[src/rtl/video_ram_arbiter_pkg.sv]
// Shared definitions for the video RAM arbiter slice.
//   - cpu_state_e : CPU transaction FSM states
//   - rd_owner_e  : who owns the RAM read data returning next cycle
//   - VRAM geometry constants
package video_ram_arbiter_pkg;

  localparam int VRAM_ADDR_W        = 11;
  localparam int VRAM_BYTES_PER_ROW = 40;

  typedef enum logic [1:0] {
    IDLE = 2'd0,
    DATA = 2'd1,
    ACK  = 2'd2
  } cpu_state_e;

  typedef enum logic [1:0] {
    OWN_NONE = 2'd0,
    OWN_VID  = 2'd1,
    OWN_CPU  = 2'd2
  } rd_owner_e;

endpackage

[src/rtl/video_ram_arbiter_sat.sv]
// WIDTH-bit saturating increment counter with asynchronous active-low clear.
// Ports:
//   clk    : clock
//   resetN : asynchronous active-low clear
//   inc    : increment request for this cycle
//   count  : current value, sticks at all-ones
module sat_counter #(
  parameter int WIDTH = 8
) (
  input  logic             clk,
  input  logic             resetN,
  input  logic             inc,
  output logic [WIDTH-1:0] count
);

  always_ff @(posedge clk or negedge resetN) begin
    if (!resetN) begin
      count <= '0;
    end else if (inc && (count != {WIDTH{1'b1}})) begin
      count <= count + 1'b1;
    end
  end

endmodule

[src/rtl/video_ram_arbiter.sv]
// Arbitrates the single-port video RAM between the beam-driven video fetch
// and the CPU bus.
//
// Video fetch owns every slot cycle (visible && x[2:0]==0); CPU accesses are
// fitted into the remaining cycles.
//
// CPU handshake: cpuReq is a level held with cpuWe/cpuAddr/cpuWdata stable
// until cpuAck. An access is granted in IDLE on the first cycle with no video
// slot (and, with CPU_BLANK_ONLY, only while visible==0); cpuAck pulses for
// one cycle two cycles after the grant, with cpuRdata valid for reads. The
// requester drops cpuReq, or presents a new request, at the edge ending ACK.
//
// Ports:
//   clk, resetN              : clock, asynchronous active-low reset
//   x, visible, vidAddr      : beam position, active area flag, video address
//   vidData, vidValid        : registered video byte and its one-cycle strobe
//   cpuReq/We/Addr/Wdata     : CPU request side
//   cpuRdata, cpuAck         : CPU response side
//   ramEn/We/Addr/Wdata      : RAM command (combinational)
//   ramRdata                 : RAM read data, valid the cycle after ramEn
//   conflictCount            : saturating count of CPU grants deferred by video
//   dbgState                 : current CPU FSM state
module video_ram_arbiter
  import video_ram_arbiter_pkg::*;
#(
  parameter int ADDR_W         = VRAM_ADDR_W,
  parameter bit CPU_BLANK_ONLY = 1'b0
) (
  input  logic              clk,
  input  logic              resetN,
  input  logic [8:0]        x,
  input  logic              visible,
  input  logic [ADDR_W-1:0] vidAddr,
  output logic [7:0]        vidData,
  output logic              vidValid,
  input  logic              cpuReq,
  input  logic              cpuWe,
  input  logic [ADDR_W-1:0] cpuAddr,
  input  logic [7:0]        cpuWdata,
  output logic [7:0]        cpuRdata,
  output logic              cpuAck,
  output logic              ramEn,
  output logic              ramWe,
  output logic [ADDR_W-1:0] ramAddr,
  output logic [7:0]        ramWdata,
  input  logic [7:0]        ramRdata,
  output logic [7:0]        conflictCount,
  output logic [1:0]        dbgState
);

  cpu_state_e state;
  rd_owner_e  rd_owner;
  logic       cpu_we_q;
  logic       slot;
  logic       cpu_ok;
  logic       cpu_grant;
  logic       conflict;
  logic       unused_x;

  // Only the low three x bits define the fetch slot.
  assign unused_x  = ^x[8:3];

  assign slot      = visible && (x[2:0] == 3'd0);
  assign cpu_ok    = !CPU_BLANK_ONLY || !visible;
  assign cpu_grant = resetN && !slot && (state == IDLE) && cpu_ok && cpuReq;
  assign conflict  = (state == IDLE) && cpuReq && cpu_ok && slot;
  assign dbgState  = state;

  // RAM command mux; held quiet during reset so every output reads 0.
  always_comb begin
    ramEn    = 1'b0;
    ramWe    = 1'b0;
    ramAddr  = '0;
    ramWdata = '0;
    if (resetN) begin
      if (slot) begin
        ramEn   = 1'b1;
        ramAddr = vidAddr;
      end else if (cpu_grant) begin
        ramEn    = 1'b1;
        ramWe    = cpuWe;
        ramAddr  = cpuAddr;
        ramWdata = cpuWdata;
      end
    end
  end

  always_ff @(posedge clk or negedge resetN) begin
    if (!resetN) begin
      state    <= IDLE;
      rd_owner <= OWN_NONE;
      cpu_we_q <= 1'b0;
      cpuRdata <= '0;
      cpuAck   <= 1'b0;
      vidData  <= '0;
      vidValid <= 1'b0;
    end else begin
      cpuAck   <= 1'b0;
      vidValid <= 1'b0;

      // Tag who issued this cycle's access so next cycle's ramRdata is steered.
      if (slot)           rd_owner <= OWN_VID;
      else if (cpu_grant) rd_owner <= OWN_CPU;
      else                rd_owner <= OWN_NONE;

      if (rd_owner == OWN_VID) begin
        vidData  <= ramRdata;
        vidValid <= 1'b1;
      end

      case (state)
        IDLE: begin
          if (cpu_grant) begin
            state    <= DATA;
            cpu_we_q <= cpuWe;
          end
        end
        DATA: begin
          // Write keeps the previous read value on cpuRdata.
          if ((rd_owner == OWN_CPU) && !cpu_we_q) cpuRdata <= ramRdata;
          cpuAck <= 1'b1;
          state  <= ACK;
        end
        ACK:     state <= IDLE;
        default: state <= IDLE;
      endcase
    end
  end

  sat_counter #(.WIDTH(8)) u_conflict_cnt (
    .clk    (clk),
    .resetN (resetN),
    .inc    (conflict),
    .count  (conflictCount)
  );

endmodule

[config.mk]
export PLATFORM = sky130hd
export DESIGN_NAME = video_ram_arbiter
export DESIGN_NICKNAME = d
export VERILOG_FILES = /design/src/rtl/video_ram_arbiter_pkg.sv /design/src/rtl/video_ram_arbiter_sat.sv /design/src/rtl/video_ram_arbiter.sv
export SDC_FILE = /design/constraint.sdc
export NUM_CORES = 1
export LEC_CHECK = 0
export ABC_AREA = 0
export CAP_MARGIN = 20
export CORE_MARGIN = 4
export CORE_UTILIZATION = 37
export DETAILED_ROUTE_END_ITERATION = 10
export PLACE_DENSITY = 0.85
export SYNTH_ARGS = -nofsm -noshare
export SYNTH_HDL_FRONTEND = slang
export SYNTH_SLANG_ARGS = --single-unit
[constraint.sdc]
create_clock -name clk -period 4.2 [get_ports clk]
set_clock_uncertainty 0.2 [all_clocks]
set_input_delay 0.84 -clock clk [delete_from_list [all_inputs] [get_ports clk]]
set_output_delay 0.84 -clock clk [all_outputs]
set_load 0.02 [all_outputs]
==> metrics.yaml <==
setup_path:
  crit_chain: "clkdlybuf4s50_1 > nor3b_2 > nand2_1 > nor2_1 > buf_4 > a22o_1 > clkdlybuf4s50_1"
  critPathKind: "primary input to output port"
  cpPeakStageDelay_ps: 600
  cp-start-kind: "primary input"
  cp-end-kind: "output port"
  reg2reg_slack_ps: 2420
  critical-path-top-delay-family: "buffers and inverters"
  cpMostUsedCell: "clkdlybuf4s50_1"
  critPathRequiredTime_ps: 3160
  worst_ep_arrival_time_ps: 2750
  slowest_stage: "clkdlybuf4s50_1"
  critPathBufInv: 3
  crit_fanout: 21
routing:
  ant_nets: 0
  wl_per_cell_um: 15.7
  drt-total-wl_um: 4040
  vias_per_cell: 4.82
  drt_iter0_markers: 43
  vias: 1238
  drc: 0
  first_pass_iters: 4
layout:
  nets: 263
  postLayoutCellArea_um2: 2500
  n_fill_cell: 295
  syn_to_final_growth_pct: 77.1
  drive_gt1_share_pct: 15.8
  antenna_cells: 0
  final_cell_mix: "clkdlybuf4s50_1 (94), dfrtp_1 (31), mux2_2 (18)"
  final_common_cell: "clkdlybuf4s50_1"
clocking:
  cts_hold_buf: 0
  clk_latency_ps: 280
  cts_buffers: 5
  cts_setup_buffers: 0
  cts_resized: 0
  cts_tree: "done"
  cts.sinks: 31
  cts_root_buffer: "clkbuf_8"
  cts.clk_slew.worst_paths_ps: 60
  max-clock-path-buffers: 2
  h-tree-depth: 2
global_route:
  grt_max_degree: 22
  grt_pass1_wl_um: 6790
  track_usage_pct: 17.5
  grt_pass1_vias: 1354
  antenna_found_initial: 0
  overflow: 0
timing:
  period_minus_slack_ps: 3790
  setup_violations: 0
  tightest_slew_ps: 758
  grt_setup_unrepaired: "no"
  max_freq_ghz: 0.264
  max_slew_margin_pct: 49.4
  slew_viol_final: 0
  hold_viol_final: 0
  period_share_pct: 90.3
  tns_ps: 0
pwr:
  finalPower_uw: 963
  clkPwrFrac_pct: 21.5
  power.internal_uw: 669
  power.density_nw_per_um2: 385
  switchingPower_uw: 294
  ir_drop_mv: 0.290
  leakagePower_uw: 0.00108
  pwr-share-comb_pct: 37.3
  seqPwrFrac_pct: 41.2
  swShare_pct: 30.6
yosys:
  ys_types: 23
  ys_ff_latch: 31
  ys_seq_area_share_pct: 54.9
  async_flop_share_pct: 100
  syn_area_um2: 1410
  synth.net_count: 162
  synth_area_per_cell_um2: 13.0
  yosysWarnings: 0
  synth-main-ff-cell: "dfrtp_1"
  synth_edf_count: 0
  syn_inst: 109
floorplan:
  ios: 101
  dieWidth_um: 69.8
  rows: 22
  core_region_area_um2: 3690
  start_util_pct: 38.3
  die_h_um: 69.8
  fp.dieArea_um2: 4870
status:
  outcome: "finished clean"
place:
  port_buffers: 94
  post_dp_cell_area_um2: 2430
  dpl.hpwl_um: 3300
  gp_congestion: 0.912
worst_hold_path:
  hold_class: "register to register"
flow_run:
  drv_cap: 0
==> worst reg2reg max path, stage by stage (launching register included) <==
cell and delay (ps):
dfrtp_1 410, nor3b_2 250, nand2_1 100, nor2_1 130, buf_4 240, mux2_2 350
==> worst paths after layout <==
kind	endpoint	start	cells after the start
setup reg to reg	cpu_we_q$_DFFE_PN0P_	dbgState[0]$_DFFE_PN0P_	5
hold reg to reg	vidData[5]$_DFFE_PN0P_	vidData[5]$_DFFE_PN0P_	1
max in group asynchronous	vidData[4]$_DFFE_PN0P_	resetN	2
min in group asynchronous	u_conflict_cnt.count[2]$_DFFE_PN0P_	resetN	2
hold / removal	vidData[5]$_DFFE_PN0P_	vidData[5]$_DFFE_PN0P_	1
setup / recovery	ramAddr[8]	cpuReq	7
==> through the flow <==
step                      instances  setup WS, ps  hold slack [ps]  utilization, %
after floorplan                 109          1260              282               -
after global placement          251           440              287            65.8
after detailed placement        251           397              293            65.8
after CTS                       257           385              303            67.8
after global routing            257           254              314            67.8
final                           257           408              306            67.8
==> cell type report <==
cell class | instances | area (µm²) | area share (%)
timing repair buffer | 99 | 978 | 39.1
sequential | 31 | 776 | 31.0
multi-input combinational | 72 | 611 | 24.4
clock buffer | 6 | 72.6 | 2.90
tap | 48 | 60.1 | 2.40
inverter | 1 | 3.75 | 0.150
==> layer usage <==
metal | global-route usage (%) | routed length (µm) | vias to the layer above
met3 | 4.93 | 332 | 8
met2 | 31.9 | 2050 | 67
met5 | 0 | 0 | -
li1 | - | - | 581
met1 | 19.5 | 1590 | 582
met4 | 5.74 | 64 | 0
==> cell families after synthesis <==
| family | count (synthesis) | synth area share, % |
|---|---|---|
| and+or+nand+nor | 33 | 14.8 |
| DFF | 31 | 54.9 |
| muxes | 18 | 14.3 |
| AOI/OAI and AO/OA | 13 | 8.86 |
| xor gates and xnor gates | 7 | 4.34 |
| buffers and inverters | 6 | 1.86 |
| adders and majority gates | 1 | 0.886 |
==> cells in the mapped netlist (all sizes together) (3+ instances only) <==
library cell	instances	area share, %
dfrtp	31	55
mux2	18	14
a22o	11	6.8
and2	10	4.5
nor2	6	1.6
xor2	5	3.1
nand2	4	1.1
buf	3	1.1
nor2b	3	1.3
==> sequential cells by signal (all words and copies together) (netlist names) <==
signal                cells
vidValid                  1
vidData                   8
rd_owner                  2
cpu_we_q                  1
cpuRdata                  8
u_conflict_cnt.count      8
cpuAck                    1
dbgState                  2
==> power groups by stage <==
stage | registers [µW] | clock network [µW] | logic, µW
final | 396 | 207 | 359
after global routing | 406 | 227 | 380
after CTS | 397 | 214 | 365
after detailed placement | 402 | 0 | 364
after global placement | 396 | 0 | 354
after floorplan | 466 | 0 | 87.0
No activity file was read; power rests on OpenSTA's default activity.
